--- src/rtl/solar_adc_seq.sv ---
// ---------------------------------------------------------------------------
// solar_adc_seq
// Time-multiplexes one shared 8-bit ADC across the four light sensors
// (N, E, S, W) of the solar tracker. For each channel, the sequencer:
//   1. drives the analog mux select,
//   2. waits SETTLE_CYC cycles for the mux to settle,
//   3. issues a one-cycle conversion start,
//   4. waits for the ADC done strobe, for at most TIMEOUT_CYC cycles.
// Results go into per-channel shadow registers. All four outputs are
// published together, only when a frame completes.
//
// Parameters
//   SETTLE_CYC  : mux settling cycles before each start (1..255)
//   TIMEOUT_CYC : maximum WAIT cycles per conversion (1..255)
//
// Ports
//   clk         : clock, all state changes on its rising edge
//   rst         : synchronous active-high reset, overrides every input
//   en          : enable continuous frame sampling
//   err_clr     : clear the sticky timeout flag
//   adc_data    : conversion result, valid with adc_done
//   adc_done    : one-cycle conversion-complete strobe
//   adc_sel     : analog mux select (0=N 1=E 2=S 3=W)
//   adc_start   : one-cycle conversion start pulse
//   lsn/lse/lss/lsw : last complete frame of sensor values
//   frame_valid : one-cycle pulse when lsn..lsw update
//   busy        : sequencer not idle
//   timeout_err : sticky conversion-timeout flag
// ---------------------------------------------------------------------------
module solar_adc_seq #(
  parameter int SETTLE_CYC  = 4,
  parameter int TIMEOUT_CYC = 255
) (
  input  logic       clk,
  input  logic       rst,
  input  logic       en,
  input  logic       err_clr,
  input  logic [7:0] adc_data,
  input  logic       adc_done,
  output logic [1:0] adc_sel,
  output logic       adc_start,
  output logic [7:0] lsn,
  output logic [7:0] lse,
  output logic [7:0] lss,
  output logic [7:0] lsw,
  output logic       frame_valid,
  output logic       busy,
  output logic       timeout_err
);

  localparam int DATA_W = 8;

  // The settle counter counts down to zero. The wait counter counts up
  // to the index of the last permitted WAIT cycle.
  localparam logic [7:0] SETTLE_LOAD  = 8'(SETTLE_CYC - 1);
  localparam logic [7:0] TIMEOUT_LAST = 8'(TIMEOUT_CYC - 1);

  typedef enum logic [1:0] {
    S_IDLE   = 2'd0,
    S_SETTLE = 2'd1,
    S_START  = 2'd2,
    S_WAIT   = 2'd3
  } state_t;

  state_t            r_state;
  state_t            w_state_nxt;

  logic [1:0]        r_ch;
  logic [7:0]        r_settle_cnt;
  logic [7:0]        r_wait_cnt;
  logic [DATA_W-1:0] r_shadow [4];
  logic [DATA_W-1:0] r_lsn;
  logic [DATA_W-1:0] r_lse;
  logic [DATA_W-1:0] r_lss;
  logic [DATA_W-1:0] r_lsw;
  logic              r_frame_valid;
  logic              r_timeout_err;

  logic              w_start;
  logic              w_busy;
  logic              w_capture;
  logic              w_timeout;
  logic              w_complete;
  logic              w_publish;

  // -------------------------------------------------------------------------
  // State register
  // -------------------------------------------------------------------------
  always_ff @(posedge clk) begin
    if (rst) begin
      r_state <= S_IDLE;
    end else begin
      r_state <= w_state_nxt;
    end
  end

  // -------------------------------------------------------------------------
  // Next-state and per-state strobes
  // -------------------------------------------------------------------------
  always_comb begin
    w_state_nxt = r_state;
    w_start     = 1'b0;
    w_busy      = 1'b1;
    w_capture   = 1'b0;
    w_timeout   = 1'b0;
    w_complete  = 1'b0;

    case (r_state)
      S_IDLE: begin
        w_busy = 1'b0;
        if (en) begin
          w_state_nxt = S_SETTLE;
        end
      end

      S_SETTLE: begin
        if (r_settle_cnt == 8'd0) begin
          w_state_nxt = S_START;
        end
      end

      S_START: begin
        w_start     = 1'b1;
        w_state_nxt = S_WAIT;
      end

      S_WAIT: begin
        // Done is tested first, so a done strobe in the last permitted
        // cycle counts as a success rather than a timeout.
        if (adc_done) begin
          w_capture  = 1'b1;
          w_complete = 1'b1;
        end else if (r_wait_cnt == TIMEOUT_LAST) begin
          w_timeout  = 1'b1;
          w_complete = 1'b1;
        end

        // A frame in progress always runs to channel 3, whatever en does.
        // en is consulted only at a frame boundary.
        if (w_complete) begin
          if ((r_ch != 2'd3) || en) begin
            w_state_nxt = S_SETTLE;
          end else begin
            w_state_nxt = S_IDLE;
          end
        end
      end

      default: begin
        w_state_nxt = S_IDLE;
      end
    endcase

    w_publish = w_complete && (r_ch == 2'd3);
  end

  // -------------------------------------------------------------------------
  // Counters, channel index, shadow capture, frame publication, error flag
  // -------------------------------------------------------------------------
  always_ff @(posedge clk) begin
    if (rst) begin
      r_ch          <= 2'd0;
      r_settle_cnt  <= SETTLE_LOAD;
      r_wait_cnt    <= 8'd0;
      r_shadow[0]   <= '0;
      r_shadow[1]   <= '0;
      r_shadow[2]   <= '0;
      r_shadow[3]   <= '0;
      r_lsn         <= '0;
      r_lse         <= '0;
      r_lss         <= '0;
      r_lsw         <= '0;
      r_frame_valid <= 1'b0;
      r_timeout_err <= 1'b0;
    end else begin
      r_frame_valid <= w_publish;

      // The settle counter is preloaded whenever the sequencer is outside
      // SETTLE, so each entry to SETTLE starts from a full count.
      if (r_state != S_SETTLE) begin
        r_settle_cnt <= SETTLE_LOAD;
      end else if (r_settle_cnt != 8'd0) begin
        r_settle_cnt <= r_settle_cnt - 8'd1;
      end

      if (r_state != S_WAIT) begin
        r_wait_cnt <= 8'd0;
      end else begin
        r_wait_cnt <= r_wait_cnt + 8'd1;
      end

      // The channel index wraps from 3 back to 0, so it is already 0 when
      // the next frame (or IDLE) begins.
      if (w_complete) begin
        r_ch <= r_ch + 2'd1;
      end

      if (w_capture) begin
        r_shadow[r_ch] <= adc_data;
      end

      // shadow[3] would only be written on this same edge, so the data for
      // the final channel is taken straight from the ADC bus.
      if (w_publish) begin
        r_lsn <= r_shadow[0];
        r_lse <= r_shadow[1];
        r_lss <= r_shadow[2];
        r_lsw <= w_capture ? adc_data : r_shadow[3];
      end

      // A timeout in the same cycle as err_clr leaves the flag set.
      if (w_timeout) begin
        r_timeout_err <= 1'b1;
      end else if (err_clr) begin
        r_timeout_err <= 1'b0;
      end
    end
  end

  assign adc_sel     = r_ch;
  assign adc_start   = w_start;
  assign busy        = w_busy;
  assign lsn         = r_lsn;
  assign lse         = r_lse;
  assign lss         = r_lss;
  assign lsw         = r_lsw;
  assign frame_valid = r_frame_valid;
  assign timeout_err = r_timeout_err;

endmodule

--- config.mk ---
export PLATFORM = sky130hd
export DESIGN_NAME = solar_adc_seq
export DESIGN_NICKNAME = d
export VERILOG_FILES = /design/src/rtl/solar_adc_seq.sv
export SDC_FILE = /design/constraint.sdc
export NUM_CORES = 1
export LEC_CHECK = 0
export ABC_AREA = 1
export CAP_MARGIN = 20
export CORE_ASPECT_RATIO = 0.5
export CORE_MARGIN = 2
export CORE_UTILIZATION = 54
export DETAILED_ROUTE_END_ITERATION = 8
export PLACE_DENSITY_LB_ADDON = 0.3
export SLEW_MARGIN = 20
export SYNTH_ARGS = -nofsm -noshare
export SYNTH_HDL_FRONTEND = slang
export SYNTH_SLANG_ARGS = --single-unit
--- constraint.sdc ---
create_clock -name clk -period 2 [get_ports clk]
set_input_delay 0.4 -clock clk [delete_from_list [all_inputs] [get_ports clk]]
set_output_delay 0.4 -clock clk [all_outputs]
set_load 0.1 [all_outputs]
Word level (Yosys, flattened, before mapping)
Memories as Yosys holds them, arrays and structs flattened. A register that Yosys moved wholly into a read port is not among the register bits.
Index checks and enable logic that the tools add are counted.
{"block": "word_totals", "input_bits": 13, "reg_bits": 22, "latch_bits": 0, "word_cells": 56, "mem_bits_rw": 32, "mem_count": 1, "output_inout_bits": 38, "mem_bits_ro": 0}
{"name": "r_shadow", "words": 4, "width": 8, "rd": 4, "rd_clocked_by_memory_dff": 4, "wr": 4, "line_no": "71", "source": "logic [DATA_W-1:0] r_shadow [4];"}
{"block": "op_classes", "bitwise": 0, "div": 0, "n_lt_le_gt_ge": 0, "mul": 0, "n_reduce_logical": 10, "muxes": 25, "n_addsub": 3, "n_eq_ne": 11, "shifts": 0}
{"operator": "$mux 1", "n": 19}
{"operator": "$ne 2x2->1 const B", "n": 5}
{"operator": "$add 8x1->8 const B", "n": 1}
{"operator": "$eq 8x8->1 const B", "n": 1}
{"operator": "$logic_not 8->1", "n": 1}
{"operator": "$mux 2", "n": 4}
{"operator": "$mux 8", "n": 1}
{"operator": "$pmux 2 s4", "n": 1}
{"operator": "$reduce_bool 8->1", "n": 1}
{"operator": "$reduce_or 8->1", "n": 1}
{"operator": "$sub 8x1->8 const B", "n": 1}
{"operator": "$eq 2x2->1 const B", "n": 3}
{"operator": "$reduce_or 2->1", "n": 2}
{"operator": "$reduce_and 3->1", "n": 1}
{"operator": "$add 2x1->2 const B", "n": 1}
{"operator": "$eq 2x1->1 const B", "n": 1}
{"operator": "$logic_not 2->1", "n": 1}
{"operator": "$ne 2x1->1 const B", "n": 1}
{"operator": "$reduce_bool 2->1", "n": 1}
{"operator": "$logic_and 1x1->1", "n": 1}
{"operator": "$logic_or 1x1->1", "n": 1}

Depth between registers and ports, before layout
{"block": "logic_depth", "word_depth": 7, "depth_mapped": 12, "depth_no_buf": 10}

Worst setup path after synthesis
No wires, ideal clock.
{"block": "synth_timing", "path_kind": "register to register", "start": "reg r_ch[0], in the netlist adc_sel[0]", "end": "reg r_lsw[0], in the netlist lsw[0] (read register of r_shadow)", "slack_ns": -0.223, "period_less_slack_ns": 2.223, "setup_time_ns": 0.113, "stages_incl_launch_ff": 6, "arrival_ns": 2.110, "path_buffers": 0, "required_time_ns": 1.887, "cell_sequence": "dfxtp_1 nand2_1 o21ai_1 o21ai_0 nor2_1 nor2_1"}
{"block": "synth_between", "elab_chain_cells": 2}
{"item": "start, declared", "line_no": "68", "source": "logic [1:0] r_ch;"}
{"item": "start signal, assigned", "line_no": "195", "source": "r_ch <= r_ch + 2'd1;"}
{"item": "$eq 2x2->1", "line_no": "154", "source": "w_publish = w_complete && (r_ch == 2'd3);"}
{"item": "$logic_and 1x1->1", "line_no": "154"}
{"item": "end, declared", "line_no": "75", "source": "logic [DATA_W-1:0] r_lsw;"}
No other way between the ends.
A chain may end at the register's enable or synchronous reset.

Worst setup path in the final report
{"block": "layout_timing", "start": "reg r_state[0]", "end": "out busy"}
{"block": "layout_between", "elab_chain_cells": 2}
{"item": "start, declared", "line_no": "65", "source": "state_t r_state;"}
{"item": "start signal, assigned", "line_no": "93", "source": "r_state <= w_state_nxt;"}
{"item": "$logic_not 2->1", "line_no": "108", "source": "case (r_state)"}
{"item": "$mux 1", "line_no": "108"}
{"item": "end, declared", "line_no": "47", "source": "output logic busy,"}
No other way between the ends.

==> impl_metrics.json <==
{
  "status": "finished clean",
  "ys_top_cells_by_area": "dfxtp_1, edfxtp_1, nor2_1",
  "hold_viol": 0,
  "wire_per_inst_um": 11.3,
  "grt_pass1_vias": 2706,
  "synth_edf_count": 32,
  "row_count": 21,
  "critPathRequiredTime_ps": 1600,
  "cellPowerDensity_mw_per_mm2": 968,
  "leakagePower_nw": 2.23,
  "cp.depth": 4,
  "cts_hold_buffers": 0,
  "tritoncts": "yes",
  "min_path_type": "flip-flop to flip-flop",
  "synth_most_common_cell": "nor2_1",
  "drc_errors": 0,
  "avgSynthCellArea_um2": 8.00,
  "drt_pass1_iterations": 4,
  "cp-start-kind": "flip-flop",
  "holdPathStages": 1,
  "power_mw": 4.42,
  "core_mm2": 0.00662,
  "critPathKind": "flip-flop to output pin",
  "antenna_left": 0,
  "pin_count": 51,
  "cpPeakStageDelay_ps": 410,
  "final_area_mm2": 0.00456,
  "yosysWarnings": 0,
  "cts_htree_levels": 3,
  "place_hpwl_um": 4780,
  "dp_cells": 600,
  "post_cts_buffers": 0,
  "worstMarginPinSlew_ps": 490,
  "cts_buffers": 9,
  "whs_ps": 466,
  "syn_inst": 459,
  "initial_core_util_pct": 55.4,
  "arrival_ps": 1390,
  "syn_area_mm2": 0.00367,
  "io_buffers": 50,
  "yosysTopAreaCell": "dfxtp_1",
  "cp-end-kind": "output pin",
  "synth-async-reset-ratio_pct": 0,
  "period_needed_ps": 1790,
  "ys_ff_latch": 86,
  "diodes": 0,
  "grt_max_degree": 44,
  "fp.dieH_um": 62.3,
  "ir_drop_v": 0.000957,
  "gp_congestion": 0.825,
  "clock-root-buffer": "clkbuf_16",
  "cap_violations": 0,
  "slew_violations": 0,
  "yosys.area.top_type_share_pct": 29.4,
  "wirelength_um": 6990,
  "slowest_stage": "dfxtp_1",
  "overflow": 0,
  "synth_fp_nets": 482,
  "synth_flop_cell": "dfxtp_1",
  "stdcell_count": 616,
  "final_layout_size_suffix_gt1_share_pct": 13.4,
  "num_vias": 2877,
  "skew_ps": 8.14,
  "setup_viol": 0,
  "fin_tns_setup_ps": 0,
  "worst-path-max-fanout": 5,
  "antenna_found_initial": 0,
  "finalCritPeriodShare_pct": 89.7,
  "utilization_pct": 68.9,
  "cts_resized": 0,
  "path_cells": "inv_1 -> ha_1 -> inv_1 -> buf_12",
  "drt_iter0_markers": 203,
  "r2r_cells": 7,
  "area_delta_synth_final_pct": 24.3,
  "grtUsageTotal_pct": 20.1,
  "critPathTopFamily": "flip-flops",
  "clock.fmax_mhz": 557,
  "fill_cells": 570,
  "grt_pass1_wl_um": 11800,
  "clk_pin_slew_ps": 60,
  "slew_headroom_pct": 67.1,
  "finalWorstSetupSlack_ps": 206,
  "netlist_top_cells_count": "nor2_1, nand2_1, inv_1",
  "cpMostUsedCell": "inv_1",
  "dieArea_mm2": 0.00751,
  "cts_max_path_buffers": 2,
  "place_ws_ps": 16.7,
  "rsz0062_at_grt": "no",
  "die_w_um": 121,
  "ys_types": 24,
  "final_nets": 542,
  "worstSkewPairLatency_ps": 340,
  "placed_cell_area_mm2": 0.00424,
  "seq_area_frac_synth_pct": 55.6,
  "viasPerCell": 4.67,
  "cts.sink_count": 86,
  "crit_buf_inv": 3
}
-- final timing paths --
| check | startpoint | to | slack, ps |
|---|---|---|---|
| min | r_wait_cnt[0] | r_wait_cnt[0] | 470 |
| max | r_state[0] | busy | 210 |
| max reg2reg | r_state[0] | r_shadow[0][3] | 240 |
| min reg2reg | r_wait_cnt[0] | r_wait_cnt[0] | 470 |
-- logic make-up (layout without fill, tap and decap cells) --
kind of cell    after synthesis  after routing  share of synthesized area, %
flops                        86             86                          55.6
xor+xnor                      7              7                          1.67
buf+inv                      88            153                          9.71
fa+ha+maj                    10             10                          3.41
compound gates               22             22                          3.14
simple gates                246            246                          26.4
-- report_power, final --
part,switching [mW],internal (mW),total [mW]
Clock,0.682,1.10,1.78
Sequential,0.0458,1.88,1.92
Combinational,0.469,0.238,0.707
-- placed cells by master (no fill, tap or decap), types with 4 or more instances in the layout --
cell type	Yosys	routed
buf_4	0	45
dfxtp_1	54	52
inv_1	76	76
o21ai_0	13	13
a21oi_1	6	6
nand2_1	104	104
clkbuf_16	0	9
nand3_1	9	9
edfxtp_1	32	32
nor2_1	121	121
ha_1	10	10
xor2_1	5	5
nand4_1	4	4
clkdlybuf4s50_1	0	12
-- final cells by class --
type                            count  area (um2)  area share (%)
Sequential cell                    86        2040            44.8
Tap cell                           92         115            2.52
Clock buffer                       10         229            5.02
Multi-Input combinational cell    285        1270            27.9
Inverter                           77         289            6.34
Timing Repair Buffer               60         518            11.4
Clock inverter                      6        93.8            2.06
-- metal layers --
metal / global-route usage [%] / part of all wire [%]
met3: 5.70 / 5.1
met1: 26.1 / 48
met4: 7.12 / 1.5
met2: 32.4 / 45
met5: 0 / 0
-- flip-flops by register name, indices dropped and copies added, names as in the netlist, 8 cells and up --
name and count:
r_wait_cnt 8, lse 8, r_settle_cnt 8, lsn 8
lss 8, lsw 8, r_shadow 32
Power figures use the tool's default switching activity.
